===== src/rtl/sccb_pkg.sv =====
// Shared types, constants and helpers for the SCCB register-port responder.
// Holds the protocol state enum, the device/ID constants and register-file policy functions.
package sccb_pkg;

  typedef enum logic [3:0] {
    ST_IDLE      = 4'd0,
    ST_DEV_ADDR  = 4'd1,
    ST_DEV_ACK   = 4'd2,
    ST_REG_ADDR  = 4'd3,
    ST_REG_ACK   = 4'd4,
    ST_WR_DATA   = 4'd5,
    ST_WR_ACK    = 4'd6,
    ST_RD_DATA   = 4'd7,
    ST_RD_ACK    = 4'd8,
    ST_WAIT_STOP = 4'd9
  } sccb_state_e;

  localparam logic [6:0] DEV_ID_DEFAULT = 7'h21;

  localparam logic [7:0] PID_ADDR  = 8'h0A;
  localparam logic [7:0] VER_ADDR  = 8'h0B;
  localparam logic [7:0] MIDH_ADDR = 8'h1C;
  localparam logic [7:0] MIDL_ADDR = 8'h1D;

  localparam logic [7:0] PID_DEFAULT  = 8'h76;
  localparam logic [7:0] VER_DEFAULT  = 8'h73;
  localparam logic [7:0] MIDH_DEFAULT = 8'h7F;
  localparam logic [7:0] MIDL_DEFAULT = 8'hA2;

  function automatic logic is_read_only(input logic [7:0] addr);
    return (addr == PID_ADDR) || (addr == VER_ADDR) ||
           (addr == MIDH_ADDR) || (addr == MIDL_ADDR);
  endfunction

  function automatic logic [7:0] reg_default(input logic [7:0] addr);
    logic [7:0] val;
    case (addr)
      PID_ADDR:  val = PID_DEFAULT;
      VER_ADDR:  val = VER_DEFAULT;
      MIDH_ADDR: val = MIDH_DEFAULT;
      MIDL_ADDR: val = MIDL_DEFAULT;
      default:   val = 8'h00;
    endcase
    return val;
  endfunction

endpackage


===== src/rtl/sccb_if.sv =====
// SCCB pin bundle plus the write-commit observation port of the responder.
interface sccb_if;
  logic       sio_c;
  logic       sio_d_i;
  logic       sio_d_oe;
  logic       wr_valid;
  logic [7:0] wr_addr;
  logic [7:0] wr_data;
  logic       busy;

  modport master (
    output sio_c, sio_d_i,
    input  sio_d_oe, wr_valid, wr_addr, wr_data, busy
  );

  modport slave (
    input  sio_c, sio_d_i,
    output sio_d_oe, wr_valid, wr_addr, wr_data, busy
  );
endinterface


===== src/rtl/sccb_line_sync.sv =====
// Two-flop synchronizer with rise/fall detection for one asynchronous SCCB line.
module sccb_line_sync (
  input  logic clk,
  input  logic rst_n,
  input  logic line,
  output logic level,
  output logic rise,
  output logic fall
);

  logic [1:0] sync_r;
  logic       prev_r;

  // Synchronizer chain and previous-level register; idle bus level is high.
  always_ff @(posedge clk or negedge rst_n) begin
    if (!rst_n) begin
      sync_r <= 2'b11;
      prev_r <= 1'b1;
    end else begin
      sync_r <= {sync_r[0], line};
      prev_r <= sync_r[1];
    end
  end

  assign level = sync_r[1];
  assign rise  = sync_r[1] & ~prev_r;
  assign fall  = ~sync_r[1] & prev_r;

endmodule


===== src/rtl/sccb_responder.sv =====
// OV7670-style SCCB responder: 256x8 register file with auto-increment writes and reads.
module sccb_responder
  import sccb_pkg::*;
#(
  parameter logic [6:0] DEV_ID = DEV_ID_DEFAULT
) (
  input logic   clk,
  input logic   rst_n,
  sccb_if.slave bus
);

  logic scl_lvl_s, scl_rise_s, scl_fall_s;
  logic sda_lvl_s, sda_rise_s, sda_fall_s;
  logic start_s, stop_s, rx_state_s, rx_step_s, byte_done_s;
  logic [7:0] rx_byte_s, rd_byte_s;

  sccb_state_e state_r, state_n;
  logic [3:0]  bit_cnt_r, bit_cnt_n;
  logic [7:0]  shift_r, shift_n;
  logic [7:0]  ptr_r, ptr_n;
  logic [6:0]  tx_r, tx_n;
  logic        oe_r, oe_n;
  logic        busy_r, busy_n;
  logic        rw_r, rw_n;
  logic        ack_r, ack_n;
  logic        wr_valid_r, wr_valid_n;
  logic [7:0]  wr_addr_r, wr_addr_n;
  logic [7:0]  wr_data_r, wr_data_n;
  logic        reg_we_s;
  logic [7:0]  regfile_r [256];

  sccb_line_sync u_scl_sync (
    .clk   (clk),
    .rst_n (rst_n),
    .line  (bus.sio_c),
    .level (scl_lvl_s),
    .rise  (scl_rise_s),
    .fall  (scl_fall_s)
  );

  sccb_line_sync u_sda_sync (
    .clk   (clk),
    .rst_n (rst_n),
    .line  (bus.sio_d_i),
    .level (sda_lvl_s),
    .rise  (sda_rise_s),
    .fall  (sda_fall_s)
  );

  assign start_s     = sda_fall_s & scl_lvl_s;
  assign stop_s      = sda_rise_s & scl_lvl_s;
  assign rx_state_s  = state_r inside {ST_DEV_ADDR, ST_REG_ADDR, ST_WR_DATA};
  assign rx_step_s   = scl_rise_s && (bit_cnt_r != 4'd8);
  assign byte_done_s = scl_fall_s && (bit_cnt_r == 4'd8);
  assign rx_byte_s   = {shift_r[6:0], sda_lvl_s};
  assign rd_byte_s   = regfile_r[ptr_r];

  // Protocol state and datapath registers.
  always_ff @(posedge clk or negedge rst_n) begin
    if (!rst_n) begin
      state_r    <= ST_IDLE;
      bit_cnt_r  <= 4'd0;
      shift_r    <= 8'h00;
      ptr_r      <= 8'h00;
      tx_r       <= 7'h00;
      oe_r       <= 1'b0;
      busy_r     <= 1'b0;
      rw_r       <= 1'b0;
      ack_r      <= 1'b1;
      wr_valid_r <= 1'b0;
      wr_addr_r  <= 8'h00;
      wr_data_r  <= 8'h00;
    end else begin
      state_r    <= state_n;
      bit_cnt_r  <= bit_cnt_n;
      shift_r    <= shift_n;
      ptr_r      <= ptr_n;
      tx_r       <= tx_n;
      oe_r       <= oe_n;
      busy_r     <= busy_n;
      rw_r       <= rw_n;
      ack_r      <= ack_n;
      wr_valid_r <= wr_valid_n;
      wr_addr_r  <= wr_addr_n;
      wr_data_r  <= wr_data_n;
    end
  end

  // Next-state and output decode; START/STOP pre-empt any SCL edge in the same cycle.
  always_comb begin
    state_n    = state_r;
    bit_cnt_n  = bit_cnt_r;
    shift_n    = shift_r;
    ptr_n      = ptr_r;
    tx_n       = tx_r;
    oe_n       = oe_r;
    busy_n     = busy_r;
    rw_n       = rw_r;
    ack_n      = ack_r;
    wr_valid_n = 1'b0;
    wr_addr_n  = wr_addr_r;
    wr_data_n  = wr_data_r;
    reg_we_s   = 1'b0;

    if (start_s) begin
      state_n   = ST_DEV_ADDR;
      bit_cnt_n = 4'd0;
      busy_n    = 1'b1;
    end else if (stop_s) begin
      state_n   = ST_IDLE;
      bit_cnt_n = 4'd0;
      oe_n      = 1'b0;
      busy_n    = 1'b0;
    end else begin
      if (rx_state_s && rx_step_s) begin
        shift_n   = rx_byte_s;
        bit_cnt_n = bit_cnt_r + 4'd1;
        // The 8th data bit commits the write; read-only targets still advance the pointer.
        if ((state_r == ST_WR_DATA) && (bit_cnt_r == 4'd7)) begin
          ptr_n = ptr_r + 8'd1;
          if (!is_read_only(ptr_r)) begin
            reg_we_s   = 1'b1;
            wr_valid_n = 1'b1;
            wr_addr_n  = ptr_r;
            wr_data_n  = rx_byte_s;
          end else begin
            reg_we_s = 1'b0;
          end
        end else begin
          reg_we_s = 1'b0;
        end
      end else begin
        reg_we_s = 1'b0;
      end

      case (state_r)
        ST_DEV_ADDR: begin
          if (byte_done_s) begin
            bit_cnt_n = 4'd0;
            if (shift_r[7:1] == DEV_ID) begin
              state_n = ST_DEV_ACK;
              oe_n    = 1'b1;
              rw_n    = shift_r[0];
            end else begin
              state_n = ST_WAIT_STOP;
            end
          end else begin
            state_n = ST_DEV_ADDR;
          end
        end
        ST_REG_ADDR: begin
          if (byte_done_s) begin
            bit_cnt_n = 4'd0;
            ptr_n     = shift_r;
            state_n   = ST_REG_ACK;
            oe_n      = 1'b1;
          end else begin
            state_n = ST_REG_ADDR;
          end
        end
        ST_WR_DATA: begin
          if (byte_done_s) begin
            bit_cnt_n = 4'd0;
            state_n   = ST_WR_ACK;
            oe_n      = 1'b1;
          end else begin
            state_n = ST_WR_DATA;
          end
        end
        ST_DEV_ACK, ST_REG_ACK, ST_WR_ACK: begin
          if (scl_fall_s) begin
            bit_cnt_n = 4'd0;
            oe_n      = 1'b0;
            if ((state_r == ST_DEV_ACK) && rw_r) begin
              state_n = ST_RD_DATA;
              tx_n    = rd_byte_s[6:0];
              oe_n    = ~rd_byte_s[7];
            end else if (state_r == ST_DEV_ACK) begin
              state_n = ST_REG_ADDR;
            end else begin
              state_n = ST_WR_DATA;
            end
          end else begin
            state_n = state_r;
          end
        end
        ST_RD_DATA: begin
          if (rx_step_s) begin
            bit_cnt_n = bit_cnt_r + 4'd1;
          end else if (byte_done_s) begin
            bit_cnt_n = 4'd0;
            oe_n      = 1'b0;
            ptr_n     = ptr_r + 8'd1;
            state_n   = ST_RD_ACK;
          end else if (scl_fall_s) begin
            oe_n = ~tx_r[6];
            tx_n = {tx_r[5:0], 1'b0};
          end else begin
            state_n = ST_RD_DATA;
          end
        end
        ST_RD_ACK: begin
          if (scl_rise_s) begin
            ack_n = sda_lvl_s;
          end else if (scl_fall_s && !ack_r) begin
            state_n = ST_RD_DATA;
            tx_n    = rd_byte_s[6:0];
            oe_n    = ~rd_byte_s[7];
          end else if (scl_fall_s) begin
            state_n = ST_WAIT_STOP;
            oe_n    = 1'b0;
          end else begin
            state_n = ST_RD_ACK;
          end
        end
        ST_IDLE, ST_WAIT_STOP: begin
          state_n = state_r;
        end
        default: begin
          state_n = ST_IDLE;
          oe_n    = 1'b0;
        end
      endcase
    end
  end

  // Register file with ID defaults restored on reset.
  always_ff @(posedge clk or negedge rst_n) begin
    if (!rst_n) begin
      for (int i = 0; i < 256; i++) begin
        regfile_r[i] <= reg_default(8'(i));
      end
    end else if (reg_we_s) begin
      regfile_r[ptr_r] <= rx_byte_s;
    end
  end

  assign bus.sio_d_oe = oe_r;
  assign bus.wr_valid = wr_valid_r;
  assign bus.wr_addr  = wr_addr_r;
  assign bus.wr_data  = wr_data_r;
  assign bus.busy     = busy_r;

endmodule


===== src/flat_wrapper.sv =====
// flat-port wrapper written by rule: the top's interface ports become plain ports
module sccb_responder_flat import sccb_pkg::*;
#(
  parameter logic [6:0] DEV_ID = DEV_ID_DEFAULT
)
  (clk, rst_n, bus_sio_c, bus_sio_d_i, bus_sio_d_oe, bus_wr_valid, bus_wr_addr, bus_wr_data, bus_busy);
  sccb_if bus_i ();
  input logic clk;
  input logic rst_n;
  input wire logic [$bits(bus_i.sio_c)-1:0] bus_sio_c;
  input wire logic [$bits(bus_i.sio_d_i)-1:0] bus_sio_d_i;
  output wire logic [$bits(bus_i.sio_d_oe)-1:0] bus_sio_d_oe;
  output wire logic [$bits(bus_i.wr_valid)-1:0] bus_wr_valid;
  output wire logic [$bits(bus_i.wr_addr)-1:0] bus_wr_addr;
  output wire logic [$bits(bus_i.wr_data)-1:0] bus_wr_data;
  output wire logic [$bits(bus_i.busy)-1:0] bus_busy;
  assign bus_i.sio_c = bus_sio_c;
  assign bus_i.sio_d_i = bus_sio_d_i;
  assign bus_sio_d_oe = bus_i.sio_d_oe;
  assign bus_wr_valid = bus_i.wr_valid;
  assign bus_wr_addr = bus_i.wr_addr;
  assign bus_wr_data = bus_i.wr_data;
  assign bus_busy = bus_i.busy;
  sccb_responder #(.DEV_ID(DEV_ID)) u_core (.clk(clk), .rst_n(rst_n), .bus(bus_i));
endmodule

===== config.mk =====
export PLATFORM = sky130hd
export DESIGN_NAME = sccb_responder_flat
export DESIGN_NICKNAME = d
export VERILOG_FILES = /design/src/rtl/sccb_pkg.sv /design/src/rtl/sccb_if.sv /design/src/rtl/sccb_line_sync.sv /design/src/rtl/sccb_responder.sv /design/src/flat_wrapper.sv
export SDC_FILE = /design/constraint.sdc
export NUM_CORES = 2
export LEC_CHECK = 0
export ABC_CLOCK_PERIOD_IN_PS = 12100
export BUFFER_PORTS_ARGS = -buffer_cell sky130_fd_sc_hd__buf_2
export CAP_MARGIN = 10
export CORE_UTILIZATION = 61
export DETAILED_ROUTE_END_ITERATION = 7
export PLACE_DENSITY_LB_ADDON = 0.12
export SYNTH_ARGS = -nofsm -noshare
export SYNTH_HDL_FRONTEND = slang
export SYNTH_SLANG_ARGS = --single-unit

===== constraint.sdc =====
create_clock -name clk -period 12.1 [get_ports clk]
set_input_delay 1.815 -clock clk [delete_from_list [all_inputs] [get_ports clk]]
set_output_delay 1.815 -clock clk [all_outputs]
set_load 0.005 [all_outputs]

Word-level counts from Yosys, hierarchy flattened --
Cells that the tools add are included.
Operators by class: magnitude comparators 2, muxes and demuxes 63, add/sub/neg operators 2, bitwise operators 16, reductions and logical operators 27, eq/ne operators 38
Operators with widths (count):
- $bwmux 2048 | 1
- $mux 4 | 17
- $bmux 8 s8 | 1
- $demux 8 s8 | 1
- $mux 8 | 8
- $mux 7 | 7
- $pmux 4 s7 | 1
- $pmux 7 s3 | 1
- $eq 4x3->1 const B | 5
- $mux 1 | 20
- $reduce_and 10->1 | 2
- $eq 8x4->1 const B | 2
- $eq 8x5->1 const B | 2
- $pmux 8 s2 | 1
- $reduce_and 5->1 | 3
- $eq 4x4->1 const B | 3
- $ne 3x1->1 const B | 4
- $ne 4x1->1 const B | 3
- $pmux 4 s3 | 1
- $ne 2x1->1 const B | 5
- $ge 9x9->1 const B | 1
- $lt 9x1->1 const B | 1
- $not 1->1 | 9
- $not 8->9 | 1
- other kinds (26) | 48
Word-level totals: logic and storage cells 420, output and inout bits 19, input port bits 4, bits in registers 2106

Depth between registers and ports, before layout --
word-level depth 10, depth in mapped cells 17, mapped depth without buffers 9

By module --
From an unflattened synthesis, not the netlist that was laid out.
Unflattened totals: cells, all modules 6457, area, all modules 98136.6 sq um
Modules (own cells, without submodules):
- sccb_responder | times used 1, seq. area each 52576.7 sq um, area each 97948.9 sq um, cells each 6447
- sccb_line_sync | times used 2, seq. area each 78.8 sq um, area each 93.8 sq um, cells each 5

Least setup slack after synthesis --
Ideal clock, no wire load.
path type register to register, start register u_core.ptr_r[0], end register u_core.regfile_r[440] (netlist name), cell stages (with the launch flop) 18, library setup time 0.125 ns, period minus slack after synthesis 4.162 ns, data arrival time 4.037 ns, data required time 11.975 ns, path buffers 9, path slack 7.938 ns, cells stage by stage dfrtp_1 -> buf_4 -> buf_4 -> buf_2 -> buf_2 -> inv_1 -> buf_2 -> clkbuf_1 -> ha_1 -> buf_2 -> o21ai_0 -> o22ai_1 -> nor4b_4 -> buf_6 -> nand3_4 -> buf_6 -> nor2_8 -> mux2_2
On the way: word-level cells in the longest chain between the ends 9, elaborated cells between the ends (all ways) 19, those cells by class order compare: 2; eq/ne: 4; mux: 8; bitwise: 1; reduce/logical: 4
RTL lines:
- start, declared | line sccb_responder.sv:20 | logic [7:0] ptr_r, ptr_n;
- start signal, assigned | line sccb_responder.sv:77 | ptr_r <= ptr_n;
- parallel branches: the longest is 9 deep, another holds $ge 9x9->1
- end signal, assigned by index | line sccb_responder.sv:231 | regfile_r[i] <= reg_default(8'(i));
- end signal, assigned by index | line sccb_responder.sv:234 | regfile_r[ptr_r] <= rx_byte_s;
- end, declared | line sccb_responder.sv:30 | logic [7:0] regfile_r [256];
Parallel ways; which one is timed is not known. A chain may end at the register's enable or synchronous reset.

Worst setup path in the final report --
start register u_core.ptr_r[0], end register u_core.regfile_r[1654] (netlist name)
The elaborated chain is that of the path after synthesis.

==> results.tsv <==
metric	value	unit
status	completed	
critPathMaxFanout	33	
grt.overflow.total	0	
ant_nets	0	
synthFlopType	dfrtp_1	
r2r_start	u_core.ptr_r[0]	
drt_wl_total	280000	microns
die_x	405	microns
hold_viol	0	
setup_viol	0	
whs_path_depth	0	
synth_edf_count	0	
fin_nets	6280	
r2r-end	u_core.regfile_r[1654]	
via_per_inst	6.74	
power.leakage	52.4	nW
clock_latency	0.88	ns
post_cts_resized	0	
synth.area.top_cells	dfrtp_1 (53%), mux2_2 (22%), mux4_2 (10%), nor2_8 (2.4%), mux2_1 (2.0%)	
port_buffers	22	
yosysSeqAreaShare	0.533	
hpwlAfterDp	174000	microns
rows	147	
p_per_area	134	nW/um^2
coreArea	161000	sq um
syn2layout_area_growth	9.18	%
clk_pin_slew	0.06	ns
max-cap-violations	0	
max_slew.worst_pin.slew	1.31	ns
dr.pass1.iters	5	
worstPathRequired	12.83	ns
dieArea	164000	sq um
wl_met1	119000	microns
grt_pass1_wl	418000	microns
path_class	reg -> reg	
track_usage	0.351	
synth_area_leader_cell	dfrtp_1	
htreeDepth	4	
maxSlewHeadroom	0.128	
drt_iter0_markers	5801	
worst-r2r-setup-slack	5.66	ns
cp_data_arrival_time	7.16	ns
routed.top_layer	met5	
cts_hold_buffers	0	
start_util	0.615	
start_kind	register	
gp_congestion	0.975	
cts_tree	done	
crit_path_end_kind	register	
netlist_area	98900	sq um
min_to	u_core.u_scl_sync.sync_r[1]	
ys_async_sr_fraction	1.00	
fin_crit_sh	0.532	
vdd_ir_drop_max	0.000178	V
cts_buffers	215	
grt_max_degree	213	
dp_cells	8213	
layoutNonFillerInstCount	8610	
ys_ff_latch	2106	
cts_sinks	2106	
multi_input_area	44000	sq um
clock.fmax	155	MHz
fillers	11249	
drc	0	
reg2reg_depth	11	
fin_crit	6.44	ns
yosysUniqueCellTypes	79	
routedWlPerCell	32.5	microns
ios	23	
grt_setup_unrepaired	no	
hold_ws	0.363	ns
yosysTopAreaCellShare	0.526	
synthCells	6418	
hp-class	reg -> reg	
drive_gt1_frac	0.494	
grt_pass1_vias	59289	
slew_violations	0	
route.met3.wl	22200	microns
antenna_found_initial	15	
clock_path_buffers	3	
tns	0	ns
seqCellArea	52800	sq um
die_h	405	microns
ys_warn_count	0	
vias	58016	
hp-start	u_core.u_scl_sync.sync_r[0]	
cts_setup_buffers	0	
clock_skew	0.0294	ns
synth.net_count	6428	
syn_avg_cell_area	15.4	sq um
met2_length	126000	microns
cts_root_buf	clkbuf_16	
==> worst max-delay path, cell delays in order, from the launching register on <==
cell     delay [ns]
dfrtp_4        0.91
inv_2          0.37
buf_4          0.45
ha_1           0.43
o21ai_0        0.26
o22ai_1        0.16
nor4b_4        0.27
buf_4          0.70
nand3_2        1.21
buf_4          0.64
nor2_2         0.40
mux2_2         0.39
==> cell usage after synthesis (13+ instances only) <==
cell and count:
a211oi_1 18, a21oi_1 75, a22o_1 13, a22oi_1 88, a31oi_1 22, and3_1 15, buf_1 35, buf_2 118
buf_4 18, buf_6 13, clkbuf_1 339, dfrtp_1 2079, dfstp_2 27, mux2_1 172, mux2_2 1890, mux2i_1 175
mux4_2 461, nand2_1 141, nand2b_1 13, nand3_1 52, nand4_1 19, nor2_1 74, nor2_2 92, nor2_4 40
nor2_8 120, nor2b_1 26, nor3_1 18, o21ai_0 55, o22ai_1 33
==> cells in the final DEF, fill, tap and decap left out, drive strengths merged, types with 5 or more instances in the layout <==
master / n
o22ai: 33
mux2: 2062
o211ai: 6
clkbuf: 343
o21ai: 55
clkinv: 32
nor3b: 6
nor3: 18
a2111oi: 8
dfstp: 27
diode: 5
mux2i: 175
a211oi: 19
a221oi: 9
nor4b: 5
o221ai: 12
a22o: 13
nor4: 10
a31oi: 22
or2: 5
bufinv: 6
nor2: 326
o32ai: 5
and3: 15
nand2b: 13
a21oi: 75
buf: 158
ha: 6
nor2b: 26
dfrtp: 2079
nand4: 19
nand2: 143
nand4bb: 6
mux4: 461
inv: 22
nand3: 69
a22oi: 88
and2: 8
==> cells by family (layout without fill, tap and decap cells) <==
group / count (synthesis) / after routing / synth area share
simple gates: 696 / 696 / 0.0592
flops: 2106 / 2106 / 0.533
mux: 2698 / 2698 / 0.358
other cells: 0 / 5 / 0
xor+xnor: 4 / 4 / 0.000354
buf+inv: 535 / 562 / 0.0235
fa+ha+maj: 6 / 6 / 0.000759
compound gates: 373 / 373 / 0.0254
==> cell type report <==
class,count,area share
sequential,2106,0.489
multi-input combinational,3777,0.407
clock buffer,343,0.0608
tap,2160,0.0250
timing repair buffer,158,0.0124
clock inverter,49,0.00497
inverter,12,0.000464
antenna,5,0.000116
==> per-layer routing <==
layer	GRT usage	vias to the layer above
met5	0	-
met4	0.143	8
met3	0.0816	593
met2	0.516	2230
met1	0.506	31605
li1	-	23580
==> flip-flops by register name, summed over array words and instances (netlist names) <==
name,count
u_core.u_scl_sync.prev_r,1
u_core.bit_cnt_r,4
u_core.state_r,4
u_core.u_scl_sync.sync_r,2
u_core.shift_r,8
u_core.ack_r,1
u_core.u_sda_sync.prev_r,1
u_core.rw_r,1
u_core.u_sda_sync.sync_r,2
u_core.bus.wr_data,8
u_core.bus.wr_valid,1
u_core.ptr_r,8
u_core.bus.busy,1
u_core.tx_r,7
u_core.regfile_r,2048
u_core.bus.wr_addr,8
u_core.bus.sio_d_oe,1
==> worst max-delay path by stage <==
stage	start	to	slack, ns	cells past startpoint
2_1_floorplan	u_core.ptr_r[0]	u_core.regfile_r[440]	7.94	17
3_3_place_gp	u_core.ptr_r[0]	u_core.regfile_r[1648]	6.10	11
3_5_place_dp	u_core.ptr_r[0]	u_core.regfile_r[1654]	5.95	11
4_1_cts	u_core.ptr_r[0]	u_core.regfile_r[1654]	5.92	11
5_1_grt	u_core.ptr_r[0]	u_core.regfile_r[1651]	5.60	11
6_report	u_core.ptr_r[0]	u_core.regfile_r[1654]	5.66	11
==> power breakdown <==
| group | internal [W] | total, W | switching, W |
|---|---|---|---|
| clock network | 0.00384 | 0.00668 | 0.00284 |
| registers | 0.00706 | 0.00716 | 0.000103 |
| logic | 0.0000642 | 0.000587 | 0.000523 |
==> through the flow <==
| stage | util | worst slack (ns) | instance area [sq um] | total power (W) |
|---|---|---|---|---|
| 2_1_floorplan | - | 7.94 | 98900 | 0.00750 |
| 3_5_place_dp | 0.627 | 5.95 | 101000 | 0.00787 |
| 6_report | 0.672 | 5.66 | 108000 | 0.0144 |
| 5_1_grt | 0.672 | 5.60 | 108000 | 0.0148 |
| 3_3_place_gp | 0.627 | 6.10 | 101000 | 0.00786 |
| 4_1_cts | 0.672 | 5.92 | 108000 | 0.0145 |
Power figures use the tool's default switching activity.
